===== src/rtl/pic_pkg.sv =====
// Shared types and constants for the PIC-style program-counter sequencer.
package pic_pkg;

  localparam int PC_W = 11;
  localparam logic [PC_W-1:0] RESET_VEC_DEF = 11'h7FF;

  typedef enum logic [2:0] {
    OP_NEXT   = 3'd0,
    OP_GOTO   = 3'd1,
    OP_CALL   = 3'd2,
    OP_RETLW  = 3'd3,
    OP_SKIP   = 3'd4,
    OP_PCL_WR = 3'd5,
    OP_RSV6   = 3'd6,
    OP_RSV7   = 3'd7
  } op_e;

  typedef enum logic {
    ST_RUN   = 1'b0,
    ST_FLUSH = 1'b1
  } state_e;

endpackage


===== src/rtl/stk_depth.sv =====
// Two-level stack occupancy counter with sticky overflow/underflow flags.
// Only instantiated by pc_seq when PC_SEQ_STK_CHECK_EN is defined.
module stk_depth
  import pic_pkg::*;
(
  input  logic       clk,
  input  logic       rst_n,
  input  logic       push,
  input  logic       pop,
  output logic [1:0] depth,
  output logic       stk_ovf,
  output logic       stk_unf
);

  logic [1:0] depth_q, depth_d;
  logic       ovf_q, ovf_d;
  logic       unf_q, unf_d;

  always_comb begin
    depth_d = depth_q;
    ovf_d   = ovf_q;
    unf_d   = unf_q;
    if (push) begin
      if (depth_q < 2'd2) depth_d = depth_q + 2'd1;
      else                ovf_d   = 1'b1;
    end else if (pop) begin
      if (depth_q != 2'd0) depth_d = depth_q - 2'd1;
      else                 unf_d   = 1'b1;
    end
  end

  always_ff @(posedge clk or negedge rst_n) begin
    if (!rst_n) begin
      depth_q <= 2'd0;
      ovf_q   <= 1'b0;
      unf_q   <= 1'b0;
    end else begin
      depth_q <= depth_d;
      ovf_q   <= ovf_d;
      unf_q   <= unf_d;
    end
  end

  assign depth   = depth_q;
  assign stk_ovf = ovf_q;
  assign stk_unf = unf_q;

endmodule


===== src/rtl/pc_seq.sv =====
// Program counter / fetch sequencer with RUN/FLUSH pipeline-refill FSM.
// Define PC_SEQ_STK_CHECK_EN to compile in stack depth tracking (stk_depth).
module pc_seq
  import pic_pkg::*;
#(
  parameter logic [PC_W-1:0] RESET_VEC = RESET_VEC_DEF
) (
  input  logic            clk,
  input  logic            rst_n,
  input  logic            step,
  input  logic [2:0]      op,
  input  logic [8:0]      k,
  input  logic [1:0]      pa,
  input  logic [7:0]      pcl_data,
  input  logic [PC_W-1:0] stack_out,
  output logic [PC_W-1:0] pc_out,
  output logic            load_from_PC,
  output logic            load_from_stk1,
  output logic            load_from_stk2,
  output logic            flush,
  output logic [1:0]      depth,
  output logic            stk_ovf,
  output logic            stk_unf
);

  state_e          state_q, state_d;
  logic [PC_W-1:0] pc_q, pc_d;
  logic            push, pop;
  op_e             op_dec;

  assign op_dec = op_e'(op);

  always_comb begin
    state_d = state_q;
    pc_d    = pc_q;
    push    = 1'b0;
    pop     = 1'b0;
    if (step) begin
      if (state_q == ST_FLUSH) begin
        // The fetched instruction is discarded; op is ignored.
        pc_d    = pc_q + 11'd1;
        state_d = ST_RUN;
      end else begin
        unique case (op_dec)
          OP_GOTO: begin
            pc_d    = {pa, k};
            state_d = ST_FLUSH;
          end
          OP_CALL: begin
            pc_d    = {pa, 1'b0, k[7:0]};
            push    = 1'b1;
            state_d = ST_FLUSH;
          end
          OP_RETLW: begin
            pc_d    = stack_out;
            pop     = 1'b1;
            state_d = ST_FLUSH;
          end
          OP_PCL_WR: begin
            pc_d    = {pa, 1'b0, pcl_data};
            state_d = ST_FLUSH;
          end
          OP_SKIP: begin
            pc_d    = pc_q + 11'd1;
            state_d = ST_FLUSH;
          end
          default: pc_d = pc_q + 11'd1;
        endcase
      end
    end
  end

  always_ff @(posedge clk or negedge rst_n) begin
    if (!rst_n) begin
      state_q <= ST_RUN;
      pc_q    <= RESET_VEC;
    end else begin
      state_q <= state_d;
      pc_q    <= pc_d;
    end
  end

  assign pc_out         = pc_q;
  assign flush          = (state_q == ST_FLUSH);
  assign load_from_PC   = push;
  assign load_from_stk1 = push;
  assign load_from_stk2 = pop;

`ifdef PC_SEQ_STK_CHECK_EN
  stk_depth u_stk_depth (
    .clk     (clk),
    .rst_n   (rst_n),
    .push    (push),
    .pop     (pop),
    .depth   (depth),
    .stk_ovf (stk_ovf),
    .stk_unf (stk_unf)
  );
`else
  assign depth   = 2'd0;
  assign stk_ovf = 1'b0;
  assign stk_unf = 1'b0;
`endif

endmodule


===== config.mk =====
export PLATFORM = sky130hd
export DESIGN_NAME = pc_seq
export DESIGN_NICKNAME = d
export VERILOG_FILES = /design/src/rtl/pic_pkg.sv /design/src/rtl/stk_depth.sv /design/src/rtl/pc_seq.sv
export SDC_FILE = /design/constraint.sdc
export NUM_CORES = 1
export LEC_CHECK = 0
export BUFFER_PORTS_ARGS = -buffer_cell sky130_fd_sc_hd__buf_2
export CAP_MARGIN = 20
export CORE_ASPECT_RATIO = 1.4
export CORE_MARGIN = 2
export CORE_UTILIZATION = 45
export DETAILED_ROUTE_END_ITERATION = 7
export HOLD_SLACK_MARGIN = 0.05
export PLACE_DENSITY = 0.79
export SLEW_MARGIN = 20
export SYNTH_ARGS = -nofsm -noshare
export SYNTH_HDL_FRONTEND = slang
export SYNTH_SLANG_ARGS = --single-unit

===== constraint.sdc =====
create_clock -name clk -period 2.35 [get_ports clk]
set_clock_uncertainty 0.2 [all_clocks]
set_input_delay 0 -clock clk [delete_from_list [all_inputs] [get_ports clk]]
set_output_delay 0 -clock clk [all_outputs]
set_load 0.05 [all_outputs]

* Word level (Yosys, flattened, before mapping)
Cells that the tools add are included.
** Cells by class
- Eq/ne operators :: 5
- Reduce and logical (&&, ||, !) cells :: 1
- Mux-type cells :: 10
- $add $sub $neg :: 1
** Operator list (number)
- case mux 11 bit (4 select lines) :: 1
- adder 11 x 1 -> 11 bit (second input constant) :: 1
- two-way mux 11 bit :: 1
- two-way mux 1 bit :: 8
- equality test 3 x 2 -> 1 bit (second input constant) :: 2
- equality test 3 bit (second input constant) :: 2
- OR reduction 5 bit :: 1
- equality test 3 x 1 -> 1 bit (second input constant) :: 1
** Word-level totals
- Logic and storage cells :: 19
- Output and inout port bits :: 19
- Input port bits :: 36
- Register bits after elaboration :: 12

* Depth between registers and ports, before layout
Gate-level depths: netlist of run 1.
- Depth in word-level cells :: 4
- Depth in mapped cells :: 7
- Gate-level depth less buffers :: 6

* Worst setup path before layout of run 1
OpenSTA, ideal clock, no wires.
- Path kind :: register to output
- Start :: reg state_q (netlist: flush)
- End :: out load_from_stk2
- Arrival :: 2.412 ns
- Setup slack :: -0.262 ns
- Path buffers :: 1
- Required time :: 2.150 ns
- Cell stages (with the launch flop) :: 4
- Cell sequence :: dfrtp_1 > nand2b_1 > buf_2 > nor4_1
** On the way
- Word-level cells in the longest chain between the ends :: 2
** RTL lines
- start, declared :: RTL line pc_seq.sv:26 : state_e state_q, state_d;
- start signal, assigned :: RTL line pc_seq.sv:78 : state_q <= state_d;
- two-way mux 1 bit :: RTL line pc_seq.sv:39 : if (state_q == ST_FLUSH) begin
- two-way mux 1 bit :: RTL line pc_seq.sv:38 : if (step) begin
- end, declared :: RTL line pc_seq.sv:19 : output logic load_from_stk2,
Every way passes these cells.

* Worst setup path after layout of run 1
- Start :: in op[2]
- End :: reg pc_q[3] (netlist: pc_out[3])
** On the way
- Word-level cells in the longest chain between the ends :: 3
- Elaborated cells between the ends (all ways) :: 6
- Classes of those cells :: eq/ne: 4; mux: 2
** RTL lines
- start, declared :: RTL line pc_seq.sv:11 : input logic [2:0] op,
- equality test 3 bit, or another cell as far along :: RTL line pc_seq.sv:44 : unique case (op_dec)
- case mux 11 bit (4 select lines) * :: RTL line pc_seq.sv:44
- two-way mux 11 bit * :: RTL line pc_seq.sv:39
- end signal, assigned :: RTL line pc_seq.sv:79 : pc_q <= pc_d;
- end, declared :: RTL line pc_seq.sv:27 : logic [PC_W-1:0] pc_q, pc_d;
Every way passes the cells marked *; elsewhere a longest branch is shown, timed or not.
A chain may end at the register's enable or synchronous reset.

==> flow_summary.json, run 1 <==
{
  "arrival_ps": 2140,
  "dpl.hpwl_um": 2310,
  "p_per_area_nw_per_um2": 777,
  "clk_latency_ps": 270,
  "grt_overflow": 0,
  "vias": 1311,
  "setup_viol": 0,
  "syn_to_final_growth_pct": 46.2,
  "clockPowerShare_pct": 10.8,
  "routabilityCongestion": 0.770,
  "postRouteAntennaNets": 0,
  "whs_path_depth": 4,
  "critPathKind": "input port to flop",
  "fin_tns_setup_ps": 0,
  "die_w_um": 45.7,
  "cts_made_buffers": 3,
  "comb_power_share_pct": 55.3,
  "path_max_fanout": 14,
  "cts_max_level": 1,
  "async_reset_ff_share_pct": 100,
  "seqPwrFrac_pct": 33.8,
  "clkTransAtPathRegs_ps": 80,
  "swShare_pct": 50.7,
  "rows": 21,
  "hold_path.class": "input port to flop",
  "synth_cells": 133,
  "synth-edff-count": 0,
  "portBuffers": 50,
  "grt_max_degree": 21,
  "critical_path_required_ps": 2320,
  "utilization_pct": 68.4,
  "routed_via_density": 5.75,
  "cap_viol_max_count": 0,
  "syn_area_um2": 1090,
  "initial_core_util_pct": 46.8,
  "grt_pass1_vias": 1288,
  "track_usage_pct": 25.4,
  "grt_pass1_wl_um": 5510,
  "ys_ff_latch": 12,
  "die_area_um2": 2850,
  "period_share_pct": 92.7,
  "layout.nets": 243,
  "finalHoldViolations": 0,
  "worstSetupEndpointType": "flop",
  "drtIter0Drc": 35,
  "drc_errors": 0,
  "cts_tree": "done",
  "first_pass_iters": 4,
  "drv_slew": 0,
  "synthDistinctLibCells": 49,
  "avgRoutedWirePerCell_um": 14.5,
  "grt_antenna_before_repair": 0,
  "p_int_mw": 0.613,
  "yosys_warnings": 0,
  "outcome": "finished, final reports clean",
  "worst_ir_drop_vdd_uv": 376,
  "coreArea_um2": 2340,
  "ys_seq_area_share_pct": 28.7,
  "fp.dieH_um": 62.3,
  "rsz0062_at_grt": "no",
  "cts.sink_count": 12,
  "r2r_cells": 6,
  "ctsRootBufferMaster": "clkbuf_4",
  "power_leakage_nw": 0.702,
  "synthFlopType": "dfstp_2",
  "fmax_ghz": 0.459,
  "p_sw_mw": 0.629,
  "ios": 55,
  "avgSynthCellArea_um2": 8.22,
  "start_kind": "input port",
  "cts_buffer_depth": 2,
  "antennaDiodeCount": 0,
  "fin_crit_ps": 2180,
  "post_cts_buffers": 0,
  "drive_gt1_share_pct": 38.5,
  "wl_um": 3310
}
## worst paths after layout
path                              startpoint         end  slack, ps
worst max-delay path                   op[2]   pc_out[3]        170
worst min-delay path            stack_out[0]   pc_out[0]         60
worst max register to register         flush   pc_out[7]        200
worst min register to register     pc_out[1]   pc_out[1]        330
max in group asynchronous              rst_n       flush       1250
min in group asynchronous              rst_n  pc_out[10]        180
## cells in the final DEF, fill, tap and decap left out, types with 2 or more instances in the layout
cell | synthesis | routed
a211oi_1 | 2 | 2
a21oi_1 | 9 | 9
a221oi_1 | 4 | 4
a2bb2oi_1 | 2 | 2
a311oi_1 | 2 | 2
a31oi_1 | 2 | 2
buf_2 | 2 | 50
clkbuf_4 | 0 | 3
conb_1 | 1 | 4
dfstp_2 | 11 | 11
dlygate4sd3_1 | 0 | 26
inv_1 | 7 | 7
maj3_1 | 2 | 2
mux2i_1 | 2 | 2
nand2_1 | 12 | 12
nand2b_1 | 3 | 3
nand3_1 | 3 | 3
nor2_1 | 8 | 8
nor3_1 | 4 | 4
o21ai_0 | 13 | 13
o21ai_1 | 2 | 2
o22ai_1 | 5 | 5
o31ai_1 | 2 | 2
## timing repair
action,CTS,global route
resized for setup,0,0
hold buffers,26,0
endpoints found under the hold margin,24,0
## cell families (layout without fill, tap and decap cells)
logic type	count (synthesis)	count (layout)	synth area share, %
other	1	4	0.343
muxes	4	4	4.92
AOI/OAI and AO/OA	53	53	33.3
buffers and inverters	20	89	10.5
DFF	12	12	28.7
adders and majority gates	3	3	2.97
and+or+nand+nor	40	40	19.2
## flip-flops by register name (all words and copies together) (netlist names)
| signal | count |
|---|---|
| flush | 1 |
| pc_out | 11 |
## power groups by stage
stage                     Combinational, mW  Sequential, mW  Clock [mW]
after CTS                             0.679           0.416       0.138
after global routing                  0.740           0.429       0.145
final                                 0.687           0.420       0.135
after floorplan                       0.249           0.646           0
after global placement                0.621           0.413           0
after detailed placement              0.628           0.419           0
## Yosys cell counts (2+ instances only)
cell type   n  area share (%)
a221oi_1    4             3.2
buf_2       2            0.92
a31oi_1     2             1.1
a2bb2oi_1   2             1.6
nand2b_1    3             1.7
inv_1       7             2.4
o22ai_1     5             2.9
nor3_1      4             1.8
a311oi_1    2             1.6
o21ai_0    13             5.9
a211oi_1    2             1.4
o31ai_1     2             1.4
dfstp_2    11              26
mux2i_1     2             1.8
a21oi_1     9             4.1
maj3_1      2             1.8
nor2_1      8             2.7
nand2_1    12             4.1
buf_4       8             5.5
o21ai_1     2            0.92
nand3_1     3             1.4
## metrics by stage
stage / cells / total power, mW / setup slack (ps) / cell area, um^2 / hold WS (ps)
global placement: 198 / 1.03 / 590 / 1310 / -311
global route: 228 / 1.31 / 22.3 / 1600 / 90.7
floorplan: 136 / 0.895 / 158 / 1110 / -496
detailed placement: 198 / 1.05 / 497 / 1310 / -309
CTS: 228 / 1.23 / 209 / 1600 / 55.8
finish: 228 / 1.24 / 171 / 1600 / 56.6
## area by class of cell
type | count | area, um^2
Clock buffer | 4 | 26.3
Timing Repair Buffer | 77 | 518
Tap cell | 23 | 28.8
Inverter | 8 | 30.0
Fill cell | 168 | 739
Sequential cell | 12 | 314
Multi-Input combinational cell | 104 | 682
## worst max-delay path, cell delays in order
cell	delay (ps)
dlygate4sd3_1	520
buf_2	200
nand2b_1	250
mux2i_4	220
a221oi_1	110
dlygate4sd3_1	560
a211oi_1	270
## routing by layer
| metal | wire length, um | share of wire, % | up-vias | global-route usage [%] |
|---|---|---|---|---|
| met2 | 1860 | 56 | 52 | 44.5 |
| met5 | 0 | 0 | - | 0 |
| met4 | 66 | 2.0 | 0 | 13.2 |
| li1 | - | - | 634 | - |
| met1 | 1250 | 38 | 619 | 27.7 |
| met3 | 133 | 4.0 | 6 | 3.20 |
Note: power is estimated with default switching activity, not from simulation.
==> inputs of run 2 (changes only) <==
ABC_AREA = 1   (was not set)
CORE_UTILIZATION = 46   (was 45)
PLACE_DENSITY = 0.8   (was 0.79)
==> flow_summary.json, run 2 <==
{
  "outcome": "finished, final reports clean",
  "first_pass_iters": 5,
  "fmax_ghz": 0.447,
  "period_share_pct": 95.1,
  "p_per_area_nw_per_um2": 647,
  "ios": 55,
  "synthDistinctLibCells": 24,
  "initial_core_util_pct": 47.7,
  "avgRoutedWirePerCell_um": 11.6,
  "avgSynthCellArea_um2": 5.96,
  "synthFlopType": "dfstp_2",
  "drc_errors": 0,
  "critical_path_required_ps": 2380,
  "cap_viol_max_count": 0,
  "synth_cells": 189,
  "power_leakage_nw": 0.879,
  "clkTransAtPathRegs_ps": 80,
  "routabilityCongestion": 0.792,
  "n_fill_cell": 196,
  "portBuffers": 50,
  "synth-edff-count": 0,
  "die_area_um2": 2870,
  "synth.area.top_cells": "dfstp_2 26%, nand2_1 24%, nand3_1 15%",
  "yosysMostFrequentCell": "nand2_1",
  "async_reset_ff_share_pct": 100,
  "grt_max_degree": 18,
  "syn_to_final_growth_pct": 49.1,
  "ctsRootBufferMaster": "clkbuf_4",
  "ys_seq_area_share_pct": 27.9,
  "start_kind": "flop",
  "rsz0062_at_grt": "no",
  "mostFrequentLayoutCell": "nand2_1",
  "die_w_um": 45.8,
  "wl_met2_um": 1810,
  "synthTopCellsByCount": "71 x nand2_1, 33 x nand3_1, 18 x inv_1",
  "finalHoldViolations": 0,
  "antennaDiodeCount": 0,
  "timing.hold.ws_ps": 75.6,
  "fin_tns_setup_ps": 0,
  "cts_tree": "done",
  "drtIter0Drc": 38,
  "synth_top_area_share_pct": 25.6,
  "grt_antenna_before_repair": 0,
  "ys_ff_latch": 12,
  "topRoutingLayerUsed": "met4",
  "fin_crit_ps": 2230,
  "grt_overflow": 0,
  "wl_met1_um": 1270,
  "clk_latency_ps": 290,
  "grt_pass1_vias": 1297,
  "drv_slew": 0,
  "vias": 1448,
  "coreArea_um2": 2360,
  "yosys_warnings": 0,
  "track_usage_pct": 25.2,
  "dpl.hpwl_um": 2160,
  "grt_pass1_wl_um": 5450,
  "cts_buffer_depth": 2,
  "yosys.area.top_type": "dfstp_2",
  "postRouteAntennaNets": 0,
  "wl_met3_um": 152,
  "hold_path.class": "input port to flop",
  "wl_um": 3370,
  "routed_via_density": 5.01,
  "syn_area_um2": 1130,
  "critPathKind": "flop to flop",
  "fp.dieH_um": 62.6,
  "largest_reg_flops": 11,
  "worst_ir_drop_vdd_uv": 324,
  "cts_made_buffers": 3,
  "drive_gt1_share_pct": 30.1,
  "cts_max_level": 1,
  "arrival_ps": 2260,
  "rows": 21,
  "setup_viol": 0,
  "worstSetupEndpointType": "flop",
  "layout.nets": 304,
  "path_max_fanout": 6,
  "most-common-layout-cells": "71 x nand2_1, 50 x buf_2, 33 x nand3_1",
  "cts.sink_count": 12
}
[run 2: changes by cell type in the layout (fill, tap and decap cells not counted), moves of 5 or more]
cell	change
o22ai_1	-5
o21ai_0	-10
nand2_1	+59
nor2_1	+6
inv_1	+11
nand3_1	+30
[run 2: worst paths after layout]
| path | startpoint | endpoint | slack [ps] | depth (start not counted) |
|---|---|---|---|---|
| max in group asynchronous | rst_n | flush | 1250 | 3 |
| min in group asynchronous | rst_n | pc_out[5] | 160 | 2 |
| max reg2reg | flush | pc_out[10] | 120 | 8 |
| min | op[1] | pc_out[8] | 80 | 7 |
| min reg2reg | pc_out[10] | pc_out[10] | 290 | 2 |
| max | flush | pc_out[10] | 120 | 8 |
[run 2: layout make-up]
type	instances	area [um^2]	area share [%]
Inverter	21	78.8	4.69
Clock buffer	4	36.3	2.16
Multi-Input combinational cell	150	687	40.9
Sequential cell	12	314	18.7
Timing Repair Buffer	79	536	31.9
Tap cell	23	28.8	1.71
[run 2: where the power goes]
part / internal (mW) / switching, mW / leakage, nW
Clock: 0.0945 / 0.0796 / 0.0210
Sequential: 0.288 / 0.0632 / 0.128
Combinational: 0.192 / 0.370 / 0.730
[run 2: cells by family (layout without fill, tap and decap cells)]
group / count (synthesis) / after routing / synth area share, %
xor gates and xnor gates: 1 / 1 / 0.777
and+or+nand+nor: 133 / 133 / 51.9
buffers and inverters: 30 / 104 / 12.9
other: 1 / 4 / 0.333
DFF: 12 / 12 / 27.9
adders and majority gates: 1 / 1 / 1.11
AOI/OAI and AO/OA: 11 / 11 / 5.10
[run 2: what timing repair did]
item | CTS | global route
hold buffers | 27 | 0
hold endpoints to repair | 24 | 0
setup buffers | 0 | 2
endpoints found under the setup margin | 0 | 2
gates resized for setup | 0 | 2
[run 2: metal layers]
| layer | vias up | GRT usage (%) |
|---|---|---|
| met1 | 627 | 29.7 |
| met2 | 59 | 43.2 |
| met4 | 0 | 13.6 |
| met5 | - | 0 |
| li1 | 751 | - |
| met3 | 11 | 0.867 |
[run 2: critical path, cell delays in order (launching register included)]
cell and delay, ps:
dfrtp_1 400, inv_1 110, nand2_4 80, nor2_1 110, nand2_1 50, dlygate4sd3_1 550
nand3_1 70, dlygate4sd3_1 540, nand2_1 50
[run 2: metrics by stage]
step                worst slack (ps)  std cells  util (%)  cell area [um^2]  total power, mW
global placement                 650        256      57.1              1350            0.840
CTS                             26.9        287      70.1              1660             1.07
finish                           115        289      71.1              1680             1.09
detailed placement               605        256      57.1              1350            0.843
global route                 0.00977        289      71.1              1680             1.16
floorplan                        285        192         -              1140            0.732
==> inputs of run 3 (changes only) <==
CORE_ASPECT_RATIO = not set   (was 1.4)
==> flow_summary.json, run 3 (same netlist as run 2, synthesis figures left out) <==
{
  "n_fill_cell": 200,
  "arrival_ps": 2240,
  "routabilityCongestion": 0.867,
  "syn_to_final_growth_pct": 45.8,
  "p_per_area_nw_per_um2": 635,
  "die_w_um": 53.5,
  "wl_um": 3330,
  "cap_viol_max_count": 0,
  "die_area_um2": 2860,
  "seqCellArea_um2": 314,
  "critPathKind": "flop to flop",
  "track_usage_pct": 26.8,
  "cts_tree": "done",
  "power_leakage_nw": 0.861,
  "grt_pass1_wl_um": 5620,
  "finalHoldViolations": 0,
  "power.total_mw": 1.04,
  "dpl.hpwl_um": 2290,
  "avgRoutedWirePerCell_um": 11.5,
  "fin_tns_setup_ps": 0,
  "ios": 55,
  "clkTransAtPathRegs_ps": 80,
  "fin_crit_ps": 2210,
  "drtIter0Drc": 21,
  "coreArea_um2": 2250,
  "fp.dieH_um": 53.5,
  "cts_max_level": 1,
  "worst_ir_drop_vdd_uv": 576,
  "clk_latency_ps": 280,
  "cts_buffer_depth": 2,
  "portBuffers": 50,
  "grt_max_degree": 18,
  "antennaDiodeCount": 0,
  "cts.sink_count": 12,
  "grt_antenna_before_repair": 0,
  "worstSetupEndpointType": "flop",
  "grt_overflow": 0,
  "vias": 1465,
  "critical_path_required_ps": 2380,
  "whs_path_depth": 7,
  "initial_core_util_pct": 50.0,
  "hold_path.class": "input port to flop",
  "drv_slew": 0,
  "start_kind": "flop",
  "layout.nets": 301,
  "setup_viol": 0,
  "first_pass_iters": 4,
  "cts_made_buffers": 3,
  "routed_via_density": 5.03,
  "drive_gt1_share_pct": 28.9,
  "path_max_fanout": 5,
  "period_share_pct": 94.1,
  "drc_errors": 0,
  "multi_input_area_um2": 679,
  "grt_pass1_vias": 1410,
  "postRouteAntennaNets": 0,
  "outcome": "finished, final reports clean",
  "rsz0062_at_grt": "no",
  "r2r_cells": 7,
  "fmax_ghz": 0.452,
  "ctsRootBufferMaster": "clkbuf_4",
  "largest_reg_flops": 11,
  "most-common-layout-cells": "71 x nand2_1, 50 x buf_2, 33 x nand3_1",
  "mostFrequentLayoutCell": "nand2_1",
  "rows": 17
}
[run 3: changes by cell type in the layout (fill, tap and decap cells not counted)]
cell           before  now
buf_4               2    0
clkbuf_1            0    1
clkbuf_8            1    0
dlygate4sd3_1      27   26
nor2_1             14   15
nor2_4              1    0
[run 3: path summary, 6_finish.rpt]
kind | start | to | slack, ps
worst max-delay path | pc_out[0] | pc_out[4] | 140
worst min-delay path | op[1] | pc_out[0] | 150
min in group asynchronous | rst_n | pc_out[4] | 170
max in group asynchronous | rst_n | flush | 1250
worst min register to register | pc_out[9] | pc_out[9] | 300
worst max register to register | pc_out[0] | pc_out[4] | 140
[run 3: area by class of cell]
type / count / area share, %
Multi-Input combinational cell: 150 / 41.3
Inverter: 21 / 4.79
Tap cell: 28 / 2.13
Timing Repair Buffer: 76 / 31.1
Sequential cell: 12 / 19.1
Clock buffer: 4 / 1.60
[run 3: through the flow]
stage	utilization (%)	setup slack, ps	instance area [um^2]	instances	hold slack (ps)
finish	72.9	139	1640	291	155
global route	72.9	20.8	1640	291	186
CTS	72.9	143	1640	291	147
detailed placement	60.2	604	1360	261	-303
global placement	60.2	661	1360	261	-309
floorplan	-	285	1140	192	-496
[run 3: power breakdown]
group / switching, mW / internal [mW]
registers: 0.0630 / 0.288
logic: 0.364 / 0.183
clock network: 0.0798 / 0.0659
[run 3: critical path, stage by stage, from the launching register on]
cell	delay, ps
dfstp_2	580
ha_1	190
nand3_1	130
or2_2	290
nand3_1	70
nand3_1	70
dlygate4sd3_1	560
nand2_1	60
[run 3: what timing repair did]
action | 4_1_cts | 5_1_grt
hold endpoints to repair | 24 | 0
resized for setup | 0 | 0
hold buffers | 26 | 0
buffers inserted | 0 | 0
[run 3: routing by layer]
layer  wire length (um)  GRT usage [%]  vias up
met2               1690           50.2       60
met3                186           6.78        6
met4                 36           5.98        0
met1               1420           30.1      657
met5                  0              0        -
li1                   -              -      742
